### src/rtl/t_ff_pkg.sv
// ============================================================================
//  Module   : t_ff_pkg
//  Purpose  : Shared constants for the toggle flip-flop bank: mode and count
//             direction encodings used by the top level and by testbenches.
//  Options  : T_FF_BANK_DOWN_EN (direction constants are only consumed when
//             down counting is built in)
//  Revision : 1.0 - initial release
// ============================================================================
`default_nettype none

package t_ff_pkg;

    // Operating mode: independent toggle bank or chained binary counter.
    localparam logic TFF_MODE_BANK  = 1'b0;
    localparam logic TFF_MODE_COUNT = 1'b1;

    // Count direction in counter mode.
    localparam logic TFF_DIR_UP     = 1'b0;
    localparam logic TFF_DIR_DOWN   = 1'b1;

endpackage : t_ff_pkg

`default_nettype wire

### src/rtl/t_ff_bank_if.sv
// ============================================================================
//  Module   : t_ff_bank_if
//  Purpose  : Control/data bundle of the toggle flip-flop bank. The master
//             side drives the controls and observes q/tc; the slave side is
//             the bank itself.
//  Options  : T_FF_BANK_DOWN_EN adds the dir signal
//  Revision : 1.0 - initial release
// ============================================================================
`default_nettype none

interface t_ff_bank_if #(
    parameter int WIDTH = 4
);

    logic             en;
    logic             mode;
    logic [WIDTH-1:0] t;
    logic             load;
    logic [WIDTH-1:0] d;
`ifdef T_FF_BANK_DOWN_EN
    logic             dir;
`endif
    logic [WIDTH-1:0] q;
    logic             tc;

`ifdef T_FF_BANK_DOWN_EN
    modport master (
        output en, mode, t, load, d, dir,
        input  q, tc
    );

    modport slave (
        input  en, mode, t, load, d, dir,
        output q, tc
    );
`else
    modport master (
        output en, mode, t, load, d,
        input  q, tc
    );

    modport slave (
        input  en, mode, t, load, d,
        output q, tc
    );
`endif

endinterface : t_ff_bank_if

`default_nettype wire

### src/rtl/t_ff_cell.sv
// ============================================================================
//  Module   : t_ff_cell
//  Purpose  : One bit of toggle state. Priority per edge is rst, then load,
//             then toggle; otherwise the bit holds.
//  Revision : 1.0 - initial release
// ============================================================================
`default_nettype none

module t_ff_cell (
    input  wire logic clk,
    input  wire logic rst,
    input  wire logic t,
    input  wire logic load,
    input  wire logic d,
    output logic      q
);

    logic state_q;
    logic state_d;

    // Next state: load beats toggle; no request means hold.
    always_comb begin
        state_d = state_q;
        if (load) begin
            state_d = d;
        end else if (t) begin
            state_d = ~state_q;
        end
    end

    // State register with synchronous reset taking priority over everything.
    always_ff @(posedge clk) begin
        if (rst) begin
            state_q <= 1'b0;
        end else begin
            state_q <= state_d;
        end
    end

    assign q = state_q;

endmodule : t_ff_cell

`default_nettype wire

### src/rtl/t_ff_bank.sv
// ============================================================================
//  Module   : t_ff_bank
//  Purpose  : WIDTH toggle flip-flops usable either as an independent toggle
//             bank (mode 0) or as a synchronous T-FF binary counter with
//             parallel load and a terminal-count flag (mode 1).
//  Options  : T_FF_BANK_DOWN_EN enables the dir input and down counting;
//             without it the counter counts up only.
//  Revision : 1.0 - initial release
// ============================================================================
`default_nettype none

module t_ff_bank
    import t_ff_pkg::*;
#(
    parameter int WIDTH = 4
) (
    input  wire logic   clk,
    input  wire logic   rst,
    t_ff_bank_if.slave  bus
);

    logic [WIDTH-1:0] w_q;
    logic [WIDTH-1:0] w_chain;
    logic [WIDTH-1:0] w_toggle;
    logic [WIDTH:0]   w_ones_prefix;
    logic             w_count;
    logic             w_down;
    logic             w_terminal;

    assign w_count = (bus.mode == TFF_MODE_COUNT);

`ifdef T_FF_BANK_DOWN_EN
    logic [WIDTH:0] w_zero_prefix;

    assign w_down = (bus.dir == TFF_DIR_DOWN);

    // Prefix-AND of inverted bits: cell i borrows when all lower bits are 0.
    always_comb begin
        w_zero_prefix    = '0;
        w_zero_prefix[0] = 1'b1;
        for (int i = 0; i < WIDTH; i++) begin
            w_zero_prefix[i+1] = w_zero_prefix[i] & ~w_q[i];
        end
    end
`else
    assign w_down = 1'b0;
`endif

    // Prefix-AND of bits: cell i carries when all lower bits are 1.
    always_comb begin
        w_ones_prefix    = '0;
        w_ones_prefix[0] = 1'b1;
        for (int i = 0; i < WIDTH; i++) begin
            w_ones_prefix[i+1] = w_ones_prefix[i] & w_q[i];
        end
    end

    // Per-cell counter toggle picked by direction.
    always_comb begin
        w_chain = '0;
        for (int i = 0; i < WIDTH; i++) begin
`ifdef T_FF_BANK_DOWN_EN
            w_chain[i] = w_down ? w_zero_prefix[i] : w_ones_prefix[i];
`else
            w_chain[i] = w_ones_prefix[i];
`endif
        end
    end

    // Toggle request per cell: chained carry in counter mode, t in bank mode.
    always_comb begin
        w_toggle = '0;
        for (int i = 0; i < WIDTH; i++) begin
            w_toggle[i] = bus.en & (w_count ? w_chain[i] : bus.t[i]);
        end
    end

    generate
        for (genvar gi = 0; gi < WIDTH; gi++) begin : g_cell
            t_ff_cell u_cell (
                .clk  (clk),
                .rst  (rst),
                .t    (w_toggle[gi]),
                .load (bus.load),
                .d    (bus.d[gi]),
                .q    (w_q[gi])
            );
        end
    endgenerate

    // Terminal value for the active direction: all ones up, all zeros down.
`ifdef T_FF_BANK_DOWN_EN
    assign w_terminal = w_down ? w_zero_prefix[WIDTH] : w_ones_prefix[WIDTH];
`else
    assign w_terminal = w_ones_prefix[WIDTH];
`endif

    // tc is combinational so a cascaded stage can advance on the wrap edge;
    // a load in the same cycle cancels the wrap, so it also masks tc.
    assign bus.tc = w_count & bus.en & ~bus.load & w_terminal;
    assign bus.q  = w_q;

endmodule : t_ff_bank

`default_nettype wire
### src/flat_wrapper.sv
// flat-port wrapper written by rule: the top's interface ports become plain ports
module t_ff_bank_flat import t_ff_pkg::*;
#(
    parameter int WIDTH = 4
)
  (clk, rst, bus_en, bus_mode, bus_t, bus_load, bus_d, bus_q, bus_tc);
  t_ff_bank_if #(.WIDTH(WIDTH)) bus_i ();
  input  wire logic clk;
  input  wire logic rst;
  input wire logic [$bits(bus_i.en)-1:0] bus_en;
  input wire logic [$bits(bus_i.mode)-1:0] bus_mode;
  input wire logic [$bits(bus_i.t)-1:0] bus_t;
  input wire logic [$bits(bus_i.load)-1:0] bus_load;
  input wire logic [$bits(bus_i.d)-1:0] bus_d;
  output wire logic [$bits(bus_i.q)-1:0] bus_q;
  output wire logic [$bits(bus_i.tc)-1:0] bus_tc;
  assign bus_i.en = bus_en;
  assign bus_i.mode = bus_mode;
  assign bus_i.t = bus_t;
  assign bus_i.load = bus_load;
  assign bus_i.d = bus_d;
  assign bus_q = bus_i.q;
  assign bus_tc = bus_i.tc;
  t_ff_bank #(.WIDTH(WIDTH)) u_core (.clk(clk), .rst(rst), .bus(bus_i));
endmodule
### config.mk
export PLATFORM = sky130hd
export DESIGN_NAME = t_ff_bank_flat
export DESIGN_NICKNAME = d
export VERILOG_FILES = /design/src/rtl/t_ff_pkg.sv /design/src/rtl/t_ff_bank_if.sv /design/src/rtl/t_ff_cell.sv /design/src/rtl/t_ff_bank.sv /design/src/flat_wrapper.sv
export SDC_FILE = /design/constraint.sdc
export NUM_CORES = 1
export LEC_CHECK = 0
export BUFFER_PORTS_ARGS = -buffer_cell sky130_fd_sc_hd__buf_2
export CAP_MARGIN = 20
export CELL_PAD_IN_SITES_DETAIL_PLACEMENT = 1
export CELL_PAD_IN_SITES_GLOBAL_PLACEMENT = 1
export CORE_AREA = 4 4 41 43
export DETAILED_ROUTE_END_ITERATION = 12
export DIE_AREA = 0 0 45 47
export PLACE_DENSITY_LB_ADDON = 0.05
export SYNTH_ARGS = -nofsm -noshare
export SYNTH_HDL_FRONTEND = slang
export SYNTH_HIERARCHICAL = 1
export SYNTH_SLANG_ARGS = --single-unit
### constraint.sdc
create_clock -name clk -period 1.35 [get_ports clk]
set_clock_uncertainty 0.15 [all_clocks]
set_input_delay 0.0675 -clock clk [delete_from_list [all_inputs] [get_ports clk]]
set_output_delay 0.0675 -clock clk [all_outputs]
set_load 0.01 [all_outputs]
## Word-level counts from Yosys, hierarchy flattened

Index checks and enable logic that the tools add are counted.

| word-level totals | value |
|---|---|
| register bits | 4 |
| bits of input ports | 13 |
| output and inout bits | 5 |
| word-level logic and storage cells | 35 |

| operators by class | value |
|---|---|
| muxes and demuxes | 12 |
| bitwise gates (word level) | 15 |
| reductions and logical operators | 4 |

Operator list:

| operator | number |
|---|---|
| two-way mux 1 bit | 12 |
| bitwise AND 1 bit | 10 |
| nonzero test 2 bit | 4 |
| inverter 1 bit | 5 |

## Logic depth before layout (Yosys ltp)

| depth | value |
|---|---|
| word-level depth | 6 |
| gate-level depth with buffers | 4 |
| mapped depth without buffers | 4 |

## By module

Netlist, hierarchy kept.

Modules (own cells, without submodules):

| module | instances | cells an instance | area an instance (um2) | sequential area each (um2) |
|---|---|---|---|---|
| t_ff_cell | 4 | 5 | 51.3 | 20.0 |
| t_ff_bank | 1 | 11 | 82.6 | 0.0 |

## Least setup slack after synthesis

Ideal clock, no wire load.

| timing path | value |
|---|---|
| path kind | flip-flop to flip-flop |
| start | register u_core.g_cell[0].u_cell.state_q |
| end | register u_core.g_cell[3].u_cell.state_q |
| setup time | 0.079 ns |
| arrival time | 1.009 ns |
| required time | 1.121 ns |
| path slack | 0.112 ns |
| cell stages (with the launch flop) | 5 |
| path buffers | 0 |
| period minus slack after synthesis | 1.238 ns |
| cells stage by stage | dfxtp_1 -> nand4_2 -> a21boi_1 -> xnor2_1 -> a211oi_2 |

| between the ends | value |
|---|---|
| cells in the longest elaborated chain, start to end | 5 |

RTL lines:

| element | line | RTL |
|---|---|---|
| start, declared | t_ff_cell.sv:18 | `logic state_q;` |
| start signal, assigned | t_ff_cell.sv:36 | `state_q <= state_d;` |
| bitwise AND 1 bit (2 in a row) | t_ff_bank.sv:54 | `w_ones_prefix[i+1] = w_ones_prefix[i] & w_q[i];` |
| two-way mux 1 bit | t_ff_bank.sv:74 | `w_toggle[i] = bus.en & (w_count ? w_chain[i] : bus.t[i]);` |
| bitwise AND 1 bit | t_ff_bank.sv:74 |  |
| via u_core.w_toggle[3] | t_ff_bank.sv:24 | `logic [WIDTH-1:0] w_toggle;` |
| nonzero test 2 bit (no line) | -- |  |
| end signal, assigned | t_ff_cell.sv:36 |  |
| end, declared | t_ff_cell.sv:18 |  |

The timed path passes the listed nets, and every way through them passes these cells.
A chain may end at the register's enable or synchronous reset.

## Final worst setup path

| timing path | value |
|---|---|
| start | register u_core.g_cell[2].u_cell.state_q |
| end | output port bus_tc |

| between the ends | value |
|---|---|
| cells in the longest elaborated chain, start to end | 3 |

RTL lines:

| element | line | RTL |
|---|---|---|
| start, declared | t_ff_cell.sv:18 |  |
| start signal, assigned | t_ff_cell.sv:36 |  |
| bitwise AND 1 bit (2 in a row) | t_ff_bank.sv:54 |  |
| bitwise AND 1 bit | t_ff_bank.sv:100 | `assign bus.tc = w_count & bus.en & ~bus.load & w_terminal;` |
| end, declared | flat_wrapper.sv:16 | `output wire logic [$bits(bus_i.tc)-1:0] bus_tc;` |

No other way between the ends.

==> metrics.md <==
| Metric | Value |
|---|---|
| Outcome | finished, final reports clean |
| Most frequent cell after synthesis | nor2b_1 |
| Worst min path class | input pin to flop |
| Clk sink count | 4 |
| Post-DP HPWL | 655 um |
| Worst setup EP type | primary output |
| VDD IR max | 366 uV |
| ANT cells | 0 |
| Seq cells post-synth | 4 |
| Proportion of layout cells with a drive suffix above 1 | 53.8% |
| RSZ-0062 raised after global routing | false |
| Vias in the first global route | 313 |
| R2r endpoint | u_core/g_cell[3].u_cell/q |
| R2R Setup Slk | 130 ps |
| Post-route minimum period | 1260 ps |
| Starting Density | 22.1% |
| I/O pins | 18 |
| Routed vias | 281 |
| TritonCTS Buffers | 3 |
| Register area share after synthesis | 27.8% |
| Placer's final routability congestion estimate | 0.692 |
| WL final | 739 um |
| Gate count after technology mapping | 31 |
| DIE AREA | 2120 um2 |
| Share of the synthesized area in the top cell type | 27.8% |
| Synth warnings | 6 |
| P_leak | 0.196 nW |
| Largest net degree at the start of global routing | 10 |
| Initial antenna violation count | 0 |
| Post-route ant nets | 0 |
| Synth Flop Type | dfxtp_1 |
| Total GRT Usage | 8.53% |
| Num rows | 13 |
| CP Class | flop to primary output |
| Hold Path Cell Cnt | 3 |
| Nets@finish | 67 |
| Cells on worst reg2reg path | 4 |
| Top post-synthesis cells by area | dfxtp_1 (28%), a211oi_2 (17%), xnor2_1 (12%), nor2b_1 (11%), inv_1 (5.2%) |
| TritonRoute pass-1 iters | 1 |
| CP Cell Sequence | nand4_2 > nor3_2 > buf_2 |
| Htree depth | 1 |
| Placed insts | 63 |
| Hold slack | 5.76 ps |
| Post-synthesis cell type count | 14 |
| Worst EP required | 1130 ps |
| Die Wd | 45 um |
| CTS root buf | clkbuf_4 |
| Clock buffer depth | 2 |
| Syn Nets | 44 |
| CTS tree | built |
| Power per cell area | 885 nW/um2 |
| Register clock-pin slew on the reported worst setup and hold paths | 40 ps |
| Fin area | 427 um2 |
| Top cells by count, synth | nor2b_1 (5), a211oi_2 (4), dfxtp_1 (4), inv_1 (4), xnor2_1 (4) |
| Slew Viols, Final | 0 |
| Insertion delay to the later sink of the worst-skew pair | 230 ps |
| Post-Route Utilization | 32.8% |
| Area grow syn2layout | 48.3% |
| Synth area leader | dfxtp_1 |
| Number of flops mapped to enable cells by yosys | 0 |
| Hold path startpoint | bus_d[1] |
| Post-CTS Setup Repair Bufs | 0 |
| Slowest cell on crit path | dfxtp_1 |
| Setup violators final | 0 |
| Gr ovfl total | 0 |
| Data arrival, critical path | 1040 ps |
| Routed len/inst | 11.0 um |
| DRC Markers | 0 |
| Crit path from | u_core/g_cell[2].u_cell/q |
| Final Non-Filler Cells | 67 |
| Syn avg cell area | 9.28 um2 |
| Global-route wire length before repair | 1.29 mm |
| Max reg flops | 4 |
| Post-Place Cell Area | 392 um2 |
| Max FO, Critical Path | 3 |
| Fin crit share | 93.2% |
| Crit path launch type | flop |
| Tightest Pin Transition | 198 ps |
| Crit path largest cell delay | 370 ps |
| Post-synth ARST share | 0% |
| First DRT Iteration DRCs | 0 |
| PortBufs | 17 |
| Post-synthesis instance area | 288 um2 |
| Core area | 1300 um2 |
| Hold Path End | u_core/g_cell[1].u_cell/q |
| Die Height | 47 um |
| Slew headroom | 86.7% |
| Fmax | 794 MHz |
| # Max-Cap Violations | 0 |
| Worst r2r src | u_core/g_cell[2].u_cell/q |
| Via density | 4.19 |
| Fin. Hold Viols | 0 |
| Setup TNS | 0 ps |
[final cells by class]
cell class,count,area (um2)
flip-flops and latches,4,82.6
multi-input cells,23,193
clock buffers,3,22.5
fillers,174,875
well taps,15,18.8
repair buffers,18,95.1
inverters,4,15.0
[worst max-delay path by stage]
| stage | to | slack, ps | cells after the start |
|---|---|---|---|
| final | bus_tc | 90 | 3 |
| after global routing | bus_tc | 0.7 | 3 |
| after CTS | bus_tc | 30 | 3 |
| after detailed placement | u_core/g_cell[3].u_cell/q | 80 | 4 |
| after global placement | u_core/g_cell[2].u_cell/q | 90 | 4 |
| after floorplan | u_core/g_cell[3].u_cell/q | 110 | 4 |
[metal layers]
layer	up-vias	track usage (%)	routed length, um
met1	120	9.55	284
met3	0	3.83	97
met5	-	0	0
met2	13	14.1	356
met4	0	3.51	0
li1	148	-	-
[cell usage in the layout (no fill, tap or decap), drive strengths merged]
master,count
mux2i,1
a211oi,4
nand2,1
a21boi,2
nand3,1
inv,4
o21a,1
dfxtp,4
clkbuf,3
nor2b,5
xnor2,4
dlygate4sd3,1
nand2b,2
nor3,1
nand4,1
buf,17
[worst max-delay path: cells and delay by family, from the launching register on]
family	cells	cell delay, ps
buffers and inverters	1	150
flip-flops	1	370
AND/OR/NAND/NOR	2	300
[through the flow]
| step | power (mW) | setup slack, ps |
|---|---|---|
| 2_1_floorplan | 0.192 | 112 |
| 3_3_place_gp | 0.233 | 89.0 |
| 3_5_place_dp | 0.236 | 75.1 |
| 4_1_cts | 0.385 | 28.4 |
| 5_1_grt | 0.408 | 0.721 |
| 6_report | 0.377 | 91.2 |
[power breakdown]
group / switching, mW / internal [mW] / total (mW)
clock network: 0.0431 / 0.0991 / 0.142
registers: 0.0120 / 0.130 / 0.142
logic: 0.0433 / 0.0496 / 0.0929
total: 0.0984 / 0.279 / 0.377
[cell families after synthesis]
family	synth area share (%)
DFF	27.8
buffers and inverters	5.22
xor gates and xnor gates	12.2
AOI/OAI and AO/OA	25.2
muxes	3.48
and+or+nand+nor	26.1
[timing repair]
item                                   in CTS  in global routing
setup endpoints to repair                   0                  3
hold buffers                                1                  0
resized for setup                           0                  3
endpoints found under the hold margin       4                  0
(Power assumes the default switching activity.)
